<file path="config.mk">
export PLATFORM = sky130hd
export DESIGN_NAME = mac_accumulator
export DESIGN_NICKNAME = d
export VERILOG_FILES = /design/src/rtl/mac_accumulator.sv
export SDC_FILE = /design/constraint.sdc
export NUM_CORES = 1
export LEC_CHECK = 0
export CORE_AREA = 2 2 71 73
export DETAILED_ROUTE_END_ITERATION = 10
export DIE_AREA = 0 0 73 75
export REMOVE_ABC_BUFFERS = 1
export SYNTH_ARGS = -nofsm -noshare
export SYNTH_HDL_FRONTEND = slang
export SYNTH_SLANG_ARGS = --single-unit
</file>
<file path="constraint.sdc">
create_clock -name clk -period 2.4 [get_ports clk]
set_input_delay 0.36 -clock clk [delete_from_list [all_inputs] [get_ports clk]]
set_output_delay 0.36 -clock clk [all_outputs]
set_load 0.005 [all_outputs]
</file>
<file path="src/rtl/mac_accumulator.sv">
// mac_accumulator
//   Multiply-accumulate back end for the 4x4 array multiplier. Takes a stream
//   of products over a valid/ready handshake. It sums a programmable number of
//   them (len, where 0 means 2^CNT_W) into an ACC_W-bit accumulator. The sum is
//   then presented on an output valid/ready handshake.
//
//   Build option: define MAC_SATURATE_EN to clamp the accumulator at
//   2^ACC_W-1 on carry-out. The default build wraps modulo 2^ACC_W. ovf is set
//   in both builds.
//
// Ports
//   clk         rising-edge clock
//   rst_n       asynchronous active-low reset
//   clr         synchronous abort/clear; discards any partial or pending result
//   len         terms per accumulation, sampled on the first accepted product
//   prod_in     product from the multiplier (zero-extended)
//   prod_valid  prod_in valid
//   prod_ready  block accepts prod_in this cycle
//   acc_out     accumulated sum, stable while acc_valid=1
//   acc_valid   result available
//   acc_ready   consumer takes result
//   ovf         sticky overflow flag for the current accumulation
module mac_accumulator #(
  parameter int PROD_W = 8,
  parameter int ACC_W  = 12,
  parameter int CNT_W  = 5
) (
  input  logic              clk,
  input  logic              rst_n,
  input  logic              clr,
  input  logic [CNT_W-1:0]  len,
  input  logic [PROD_W-1:0] prod_in,
  input  logic              prod_valid,
  output logic              prod_ready,
  output logic [ACC_W-1:0]  acc_out,
  output logic              acc_valid,
  input  logic              acc_ready,
  output logic              ovf
);

  typedef enum logic [1:0] {IDLE, ACCUM, DONE} state_t;

  state_t             state, state_nxt;
  logic [ACC_W-1:0]   acc, acc_nxt;
  logic [CNT_W:0]     cnt, cnt_nxt;     // one extra bit so 2^CNT_W is representable
  logic [CNT_W:0]     len_q, len_q_nxt;
  logic               ovf_q, ovf_nxt;

  logic               accept;
  logic [ACC_W-1:0]   prod_ext;
  logic [ACC_W:0]     sum;              // carry-out in the top bit
  logic [CNT_W:0]     len_eff;
  logic [CNT_W:0]     cnt_inc;

  // prod_ready is gated with rst_n so it is low during reset, not just after.
  assign prod_ready = rst_n & ~clr & (state != DONE);
  assign accept     = prod_valid & prod_ready;
  assign acc_valid  = (state == DONE);
  assign acc_out    = acc;
  assign ovf        = ovf_q;

  assign prod_ext = ACC_W'(prod_in);
  assign sum      = {1'b0, acc} + {1'b0, prod_ext};
  assign cnt_inc  = cnt + (CNT_W+1)'(1);

  always_comb begin
    len_eff = {1'b0, len};
    if (len == '0) len_eff = {1'b1, {CNT_W{1'b0}}};
  end

  always_comb begin
    state_nxt = state;
    acc_nxt   = acc;
    cnt_nxt   = cnt;
    len_q_nxt = len_q;
    ovf_nxt   = ovf_q;
    if (clr) begin
      state_nxt = IDLE;
      acc_nxt   = '0;
      cnt_nxt   = '0;
      ovf_nxt   = 1'b0;
    end else begin
      case (state)
        IDLE: begin
          if (accept) begin
            acc_nxt   = prod_ext;
            cnt_nxt   = (CNT_W+1)'(1);
            len_q_nxt = len_eff;
            ovf_nxt   = 1'b0;
            state_nxt = (len_eff == (CNT_W+1)'(1)) ? DONE : ACCUM;
          end
        end
        ACCUM: begin
          if (accept) begin
`ifdef MAC_SATURATE_EN
            // Once clamped, later adds carry again (or add zero), so the
            // value stays pinned at full scale for the rest of the run.
            acc_nxt = sum[ACC_W] ? '1 : sum[ACC_W-1:0];
`else
            acc_nxt = sum[ACC_W-1:0];
`endif
            ovf_nxt = ovf_q | sum[ACC_W];
            cnt_nxt = cnt_inc;
            if (cnt_inc == len_q) state_nxt = DONE;
          end
        end
        DONE: begin
          // acc/ovf are held until the next accepted product.
          if (acc_ready) state_nxt = IDLE;
        end
        default: state_nxt = IDLE;
      endcase
    end
  end

  always_ff @(posedge clk or negedge rst_n) begin
    if (!rst_n) begin
      state <= IDLE;
      acc   <= '0;
      cnt   <= '0;
      len_q <= '0;
      ovf_q <= 1'b0;
    end else begin
      state <= state_nxt;
      acc   <= acc_nxt;
      cnt   <= cnt_nxt;
      len_q <= len_q_nxt;
      ovf_q <= ovf_nxt;
    end
  end

endmodule

</file>
### Yosys cells after proc, flatten, opt, wreduce, memory -nomap -nowiden

Cells that the tools add are included.

* multiplexer cells: 20
* shift operators: 0
* bitwise operators: 5
* $lt $le $gt $ge: 0
* div/mod/pow operators: 0
* reductions and logical operators: 6
* add/sub/neg operators: 2
* multiply operators: 0
* equal/unequal tests: 9

Operators with widths (count)
* $mux 12: 3
* $mux 6: 4
* $pmux 12 s2: 1
* $add 12x8->13: 1
* $mux 2: 6
* $pmux 6 s2: 1
* $ne 3x3->1 const B: 3
* $add 6x1->6 const B: 1
* $eq 6x1->1 const B: 1
* $eq 6x6->1: 1
* $pmux 2 s3: 1
* $reduce_and 3->1: 2
* $logic_not 5->1: 1
* $reduce_and 4->1: 1
* $and 1x1->1: 3
* $mux 1: 3
* $ne 3x2->1 const B: 1
* $reduce_bool 3->1: 1
* $eq 2x1->1 const B: 1
* $eq 2x2->1 const B: 1
* $logic_not 2->1: 1
* $ne 2x2->1 const B: 1
* $pmux 1 s2: 1
* $not 1->1: 1
* $or 1x1->1: 1

* memory bits (read-only): 0
* latch bits: 0
* flip-flop bits (word level): 27
* memories kept: 0
* bits of input ports: 18
* word-level logic and storage cells: 47
* bits in writable memories: 0

### Depth between registers and ports, before layout

Gate-level depths: netlist of the first run.

* depth after elaboration: 7
* depth in mapped cells: 8
* gate-level depth less buffers: 8

### Worst setup path before layout of the first run

No wires, ideal clock.

* path type: register to register
* start: register acc[0] (netlist: acc_out[0])
* end: register acc[8] (netlist: acc_out[8])
* slack: 0.448 ns
* period minus slack after synthesis: 1.952 ns
* arrival: 1.874 ns
* buffers on the path: 0
* library setup time: 0.077 ns
* stages on the path, launching flop included: 9
* cell sequence: dfrtp_1 > ha_1 > inv_1 > fa_1 > and2b_1 > o31a_1 > o21ai_1 > or3_1 > a21oi_1

* word-level cells in the longest chain between the ends: 4

Ends and longest elaborated chain
* start: declaration: RTL line 44 `logic [ACC_W-1:0] acc, acc_nxt;`
* start signal: assignment: RTL line 125 `acc <= acc_nxt;`
* $add 12x8->13: RTL line 63 `assign sum = {1'b0, acc} + {1'b0, prod_ext};`
* $mux 12: RTL line 94 `if (accept) begin`
* $pmux 12 s2: RTL line 83 `case (state)`
* $mux 12: RTL line 77 `if (clr) begin`

Every way passes these cells. The select of a mux whose other input is x is not followed.
A chain may end at the register's enable or synchronous reset.

### Final worst setup path of the first run

* start: input port prod_in[0]
* end: register acc[10] (netlist: acc_out[10])

* word-level cells in the longest chain between the ends: 4

Ends and longest elaborated chain
* start: declaration: RTL line 32 `input logic [PROD_W-1:0] prod_in,`
* $add 12x8->13: RTL line 63
* $mux 12: RTL line 94
* $pmux 12 s2: RTL line 83
* $mux 12: RTL line 77

Every way passes these cells. The select of a mux whose other input is x is not followed.

==> out/metrics.csv, run 1 <==
stage,metric,value,unit
run_status,status,completed,
critical_path,Worst Setup SP,prod_in[0],
yosys,#FFs+latches synth,27,
route,wire per inst,14.3,µm
sta,Slew @ Worst Pin,521,ps
route,# DRC,0,
layout,nets,257,
grt,via count of the first global-routing pass,1499,
sta,final slew viol count,0,
cts,Num Clock Sinks,27,
route,WL final,4.04,mm
cts,CTS H-Tree Depth,1,
cts,clk root buf,clkbuf_8,
die,CORE AREA,0.00466,mm²
cts,clk slew on worst S/H paths,100,ps
sta,Post-Route Skew,3.69,ps
sta,Peak Freq,0.452,GHz
yosys,post-synth cell types,54,
sta,number of setup violations in the final report,0,
die,die area,0.00548,mm²
yosys,Syn Inst Count,185,
sta,Final Cycle Share,92.2,%
critical_path,crit path capture,acc_out[10]$_DFFE_PN0P_,
pwr,Total Power,1.09,mW
yosys,"top cells by count, synth","27 x dfrtp_1, 15 x nand2_1, 14 x o21ai_0, 11 x a21oi_1, 9 x ha_1",
die,Starting Density,38.8,%
grt,largest net degree at the start of global routing,17,
layout,final non-filler cell total,282,
route,TritonRoute pass-1 iters,4,
yosys,Main synth FF type,dfrtp_1,
job,Max Cap Viol,0,
sta,Worst slew margin,65.2,%
critical_path,crit end category,flip-flop,
critical_path,Crit Path Class,input port to flip-flop,
min_path,Hold Path Depth,1,
critical_path,Reg2Reg Launch Point,acc_out[0]$_DFFE_PN0P_,
layout,antenna cells,0,
grt,first-pass GRT wire length,7.09,mm
die,Cell Rows,25,
layout,post-layout util,49.4,%
critical_path,Arrival @ worst endpoint,2420,ps
critical_path,R2R Setup Slk,370,ps
pwr,VDD IR-drop max,0.304,mV
grt,total track usage,16.6,%
route,Vias/cell,5.44,
layout,Area Overhead vs Synth,27.2,%
die,Die W,73,µm
sta,RSZ-0062 raised after global routing,false,
placement,Placed Instances,278,
min_path,Worst Hold Class,flip-flop to flip-flop,
grt,antenna violations before repair,0,
yosys,Yosys warning count,0,
cts,setup bufs post-CTS,0,
critical_path,R2R depth,8,
route,Routed Antenna Nets,0,
sta,min Tclk post-route,2210,ps
placement,Placement Cell Area,0.00225,mm²
yosys,"EDFF count, synth",0,
layout,register area,676,µm²
yosys,syn_area_per_cell,9.79,µm²
cts,CTS hold repair buffers,0,
critical_path,RR Endpoint,acc_out[10]$_DFFE_PN0P_,
route,Iter 0 DRT Violations,62,
yosys,synth top area cells,"dfrtp_1 37%, ha_1 6.2%, o21ai_0 3.9%, xnor2_1 3.9%, mux2_2 3.1%",
die,Die Ht,75,µm
placement,DP Wirelength,3.09,mm
critical_path,Critical Path RT,2610,ps
critical_path,CP startpoint kind,input port,
cts,worst skew pair latency,280,ps
yosys,"Seq/Total Area, Yosys",37.3,%
yosys,"Async S/R FF share, synth",100,%
cts,Inserted Clock Buffers,3,
die,Top Ports,33,
yosys,cell taking the most area after synthesis,dfrtp_1,
layout,post-route cell area,0.00230,mm²
yosys,synthesized area,0.00181,mm²
cts,CTS tree,built,
layout,# fillers,465,
layout,fraction of layout cells with a size suffix above 1,14.0,%
route,vias after detailed routing,1535,
layout,multi-input logic area,0.00107,mm²
cts,post_cts resized,0,
yosys,most frequent cell after synthesis,dfrtp_1,
cts,Bufs on Longest Clock Path,2,
sta,Final Hold Fails,0,
yosys,top cell type's share of synthesized area,37.3,%
placement,DP Worst Slack,-103,ps
pwr,leakage power,0.979,nW
sta,fin worst setup slack,187,ps
placement,routability cong.,0.768,
grt,gr ovfl total,0,
placement,I/O Buffers,32,
critical_path,crit path max fanout,4,
pwr,pwr/cell area,473,mW/mm²
-- critical path, cell delays in order --
cell,delay (ps)
clkdlybuf4s50_1,480
ha_1,170
inv_1,50
fa_1,370
and2b_1,220
o31a_1,180
o21ai_1,120
or3_1,320
a21oi_1,140
-- power breakdown --
part	leakage [nW]	switching [mW]	internal (mW)
Clock	0.0217	0.158	0.118
Sequential	0.362	0.0345	0.492
Combinational	0.596	0.129	0.157
Total	0.979	0.322	0.767
-- how the worst min path moves through the flow --
stage,startpoint,endpoint,slack (ps)
after global routing,ovf$_DFFE_PN0P_,ovf$_DFFE_PN0P_,530
final,ovf$_DFFE_PN0P_,ovf$_DFFE_PN0P_,500
after CTS,ovf$_DFFE_PN0P_,ovf$_DFFE_PN0P_,510
after detailed placement,ovf$_DFFE_PN0P_,ovf$_DFFE_PN0P_,480
after floorplan,rst_n,acc_out[0]$_DFFE_PN0P_,60
after global placement,acc_out[5]$_DFFE_PN0P_,acc_out[5]$_DFFE_PN0P_,490
-- stage by stage --
stage,setup TNS (ps),hold WS [ps]
detailed placement,-284,484
floorplan,0,64.4
global placement,-218,487
CTS,0,514
finish,0,502
global route,0,529
-- layout make-up --
| type | count | share of cell area (%) |
|---|---|---|
| Tap cell | 54 | 2.93 |
| Clock inverter | 1 | 0.326 |
| Inverter | 8 | 1.30 |
| Multi-Input combinational cell | 145 | 46.5 |
| Clock buffer | 3 | 1.79 |
| Sequential cell | 27 | 29.3 |
| Timing Repair Buffer | 44 | 17.8 |
-- cells in the final DEF (no fill, tap or decap), types with 4 or more instances in the layout --
master           instances
o21a_1                   5
o21ai_0                 14
mux2_2                   5
a21oi_1                 11
nand2_1                 15
xnor2_1                  8
inv_1                    8
dfrtp_1                 27
buf_4                   12
nand3_1                  6
clkdlybuf4s50_1         32
nor2b_1                  4
nor2_1                   7
xor2_1                   5
mux2i_1                  4
ha_1                     9
nand2b_1                 4
-- per-layer routing --
layer	up-vias	wire length (µm)	global-route usage, %
met5	-	0	0
li1	767	-	-
met2	37	1790	26.5
met1	729	2060	24.2
met4	0	21	3.70
met3	2	170	2.01
-- cell families (layout without fill, tap and decap cells) --
group,Yosys count,count (layout),synth area share (%)
compound gates,57,57,21.5
simple gates,56,56,18.7
flops,27,27,37.3
xor+xnor,13,13,6.29
buf+inv,13,56,3.52
fa+ha+maj,10,10,7.33
mux,9,9,5.32
-- registers in the layout, summed over array words and instances, names as in the netlist --
name	flops
state	2
cnt	6
ovf	1
len_q	6
acc_out	12
Note: power is estimated with default switching activity, not from simulation.
==> run 2: changes to the inputs <==
--- a/config.mk
+++ b/config.mk
@@ -5,9 +5,10 @@
 export SDC_FILE = /design/constraint.sdc
 export NUM_CORES = 1
 export LEC_CHECK = 0
-export CORE_AREA = 2 2 71 73
+export CORE_AREA = 2 2 63 65
 export DETAILED_ROUTE_END_ITERATION = 10
-export DIE_AREA = 0 0 73 75
+export DIE_AREA = 0 0 65 67
+export PLACE_DENSITY = 0.76
 export REMOVE_ABC_BUFFERS = 1
 export SYNTH_ARGS = -nofsm -noshare
 export SYNTH_HDL_FRONTEND = slang
==> run 2 against run 1 <==
Critical path depth stayed put. Non-clock buffer count down 4. First-iteration DRC count increased by 58%. Total power down 1.3%. Combinational power is 1% lower. Highest routed layer unchanged.
==> out/metrics.csv, run 2 (synthesis gave the netlist of run 1 again) <==
stage,metric,value,unit,change
die,Starting Density,50.2,%,+11 points
placement,routability cong.,0.848,,+10%
pwr,Comb pwr share,26.2,%,about the same
cts,CTS hold repair buffers,0,,unchanged
cts,clk slew on worst S/H paths,100,ps,about the same
sta,Final Hold Fails,0,,unchanged
cts,CTS tree,built,,
route,wl on met1,1.85,mm,-10%
die,die area,0.00436,mm²,-20%
pwr,sw frac,29.2,%,-0.36 points
grt,gr ovfl total,0,,unchanged
critical_path,Reg2Reg Launch Point,acc_out[0]$_DFFE_PN0P_,,
route,vias after detailed routing,1562,,+1.8%
route,uppermost layer routed,met4,,
layout,multi-input logic area,0.00107,mm²,unchanged
route,Routed Antenna Nets,0,,unchanged
sta,min Tclk post-route,2250,ps,+38.8 ps
pwr,pwr/cell area,475,mW/mm²,+0.49%
die,Die W,65,µm,-11%
route,WL final,4.07,mm,+0.92%
route,# DRC,0,,unchanged
route,routed wl met3,186,µm,+9.4%
grt,largest net degree at the start of global routing,24,,+7
critical_path,CP startpoint kind,input port,,
cts,CTS H-Tree Depth,1,,unchanged
pwr,Int Power,0.761,mW,-0.74%
run_status,status,completed,,
cts,setup bufs post-CTS,0,,unchanged
sta,Peak Freq,0.444,GHz,-1.7%
layout,antenna cells,0,,unchanged
critical_path,crit path max fanout,3,,-1
route,Vias/cell,5.74,,+5.5%
grt,via count of the first global-routing pass,1630,,+8.7%
critical_path,Arrival @ worst endpoint,2450,ps,+30 ps
cts,Inserted Clock Buffers,3,,unchanged
die,Top Ports,33,,unchanged
pwr,Clk pwr share,24.6,%,-0.8 points
route,metal2 WL,2.01,mm,+12%
sta,Post-Route Skew,8.80,ps,+5.11 ps
cts,Num Clock Sinks,27,,unchanged
sta,number of setup violations in the final report,0,,unchanged
min_path,Worst Hold Class,input port to async pin,,
critical_path,crit-path cells,"clkdlybuf4s50_1, ha_1, inv_1, fa_1, and2b_1, o31a_1, o21ai_1, or3_1, a21oi_1",,
placement,I/O Buffers,32,,unchanged
critical_path,Slowest cell on crit path,clkdlybuf4s50_1,,
grt,antenna violations before repair,0,,unchanged
sta,fin worst setup slack,148,ps,-38.8 ps
layout,"commonest non-fill, non-tap cells in the layout","32 x clkdlybuf4s50_1, 27 x dfrtp_1, 15 x nand2_1, 14 x o21ai_0, 11 x a21oi_1",,
cts,Bufs on Longest Clock Path,2,,unchanged
layout,nets,253,,-1.6%
sta,Slew @ Worst Pin,635,ps,+114 ps
route,wire per inst,15.0,µm,+4.6%
layout,post-layout util,62.8,%,+13 points
cts,worst skew pair latency,280,ps,about the same
die,Cell Rows,22,,-12%
pwr,VDD IR-drop max,0.291,mV,-4.3%
layout,fraction of layout cells with a size suffix above 1,12.5,%,-1.5 points
critical_path,Critical Path RT,2600,ps,about the same
placement,DP Worst Slack,-143,ps,-40.9 ps
die,Die Ht,67,µm,-11%
route,TritonRoute pass-1 iters,4,,unchanged
critical_path,Crit Path Class,input port to flip-flop,,
sta,RSZ-0062 raised after global routing,false,,
placement,DP Wirelength,3.15,mm,+1.7%
critical_path,Worst Setup SP,prod_in[0],,
sta,Final Cycle Share,93.8,%,+1.6 points
layout,Area Overhead vs Synth,25.0,%,
critical_path,R2R Setup Slk,350,ps,-20 ps
pwr,Sequential Power Share,49.1,%,+0.8 points
layout,final non-filler cell total,272,,-3.5%
layout,# fillers,309,,-34%
layout,max FFs per register,12,,unchanged
pwr,leakage power,0.963,nW,-1.7%
critical_path,crit end category,flip-flop,,
sta,final slew viol count,0,,unchanged
cts,clk root buf,clkbuf_8,,
critical_path,largest stage delay on the critical path,480,ps,about the same
critical_path,Crit path buffers/inverters,2,,unchanged
cts,post_cts resized,0,,unchanged
die,CORE AREA,0.00361,mm²,-23%
route,Iter 0 DRT Violations,98,,+58%
grt,total track usage,20.9,%,+4.3 points
placement,Placed Instances,268,,-3.6%
job,Max Cap Viol,0,,unchanged
layout,"commonest non-fill, non-tap cell in the layout",clkdlybuf4s50_1,,
sta,Worst slew margin,57.6,%,-7.6 points
layout,register area,676,µm²,unchanged
pwr,Psw,0.314,mW,-2.5%
grt,first-pass GRT wire length,7.08,mm,-0.20%
critical_path,family with the most delay on the worst path,simple AND/OR/NAND/NOR gates,,
==> run 2: changes by cell type in the layout (fill, tap and decap cells not counted) <==
| cell | previous run | this run |
|---|---|---|
| clkinvlp_4 | 1 | 0 |
| clkinv_2 | 0 | 1 |
| buf_4 | 12 | 8 |
==> run 2: path summary, 6_finish.rpt <==
| check | endpoint | cells past startpoint |
|---|---|---|
| worst max-delay path | acc_out[10]$_DFFE_PN0P_ | 9 |
| worst min-delay path | cnt[1]$_DFFE_PN0P_ | 1 |
| worst max register to register | acc_out[10]$_DFFE_PN0P_ | 8 |
| worst min register to register | ovf$_DFFE_PN0P_ | 1 |
| max in group asynchronous | cnt[0]$_DFFE_PN0P_ | 2 |
| min in group clk | ovf$_DFFE_PN0P_ | 1 |
==> run 2: cell type report <==
class	instances	share of cell area (%)
Timing Repair Buffer	40	16.8
Tap cell	48	2.65
Clock buffer	3	1.82
Clock inverter	1	0.221
Multi-Input combinational cell	145	47.3
Sequential cell	27	29.9
Inverter	8	1.33
==> run 2: layer usage <==
metal,track usage (%),vias to the layer above
li1,-,760
met1,27.2,752
met2,35.2,46
met3,2.70,4
met4,8.24,0
met5,0,-
==> run 2: per-stage QoR <==
step | instance area, µm² | total power, mW | hold WS, ps | TNS (ps)
finish | 2260 | 1.08 | 339 | 0
floorplan | 1780 | 0.701 | 64.4 | 0
detailed placement | 2220 | 0.820 | 491 | -310
global placement | 2220 | 0.810 | 480 | -69.9
CTS | 2260 | 1.08 | 332 | 0
global route | 2260 | 1.14 | 330 | 0
==> run 2: power groups by stage <==
stage / Combinational [mW] / Sequential (mW) / Clock (mW)
finish: 0.282 / 0.528 / 0.265
global route: 0.315 / 0.534 / 0.291
CTS: 0.284 / 0.528 / 0.270
detailed placement: 0.282 / 0.538 / 0
global placement: 0.275 / 0.535 / 0
floorplan: 0.172 / 0.529 / 0
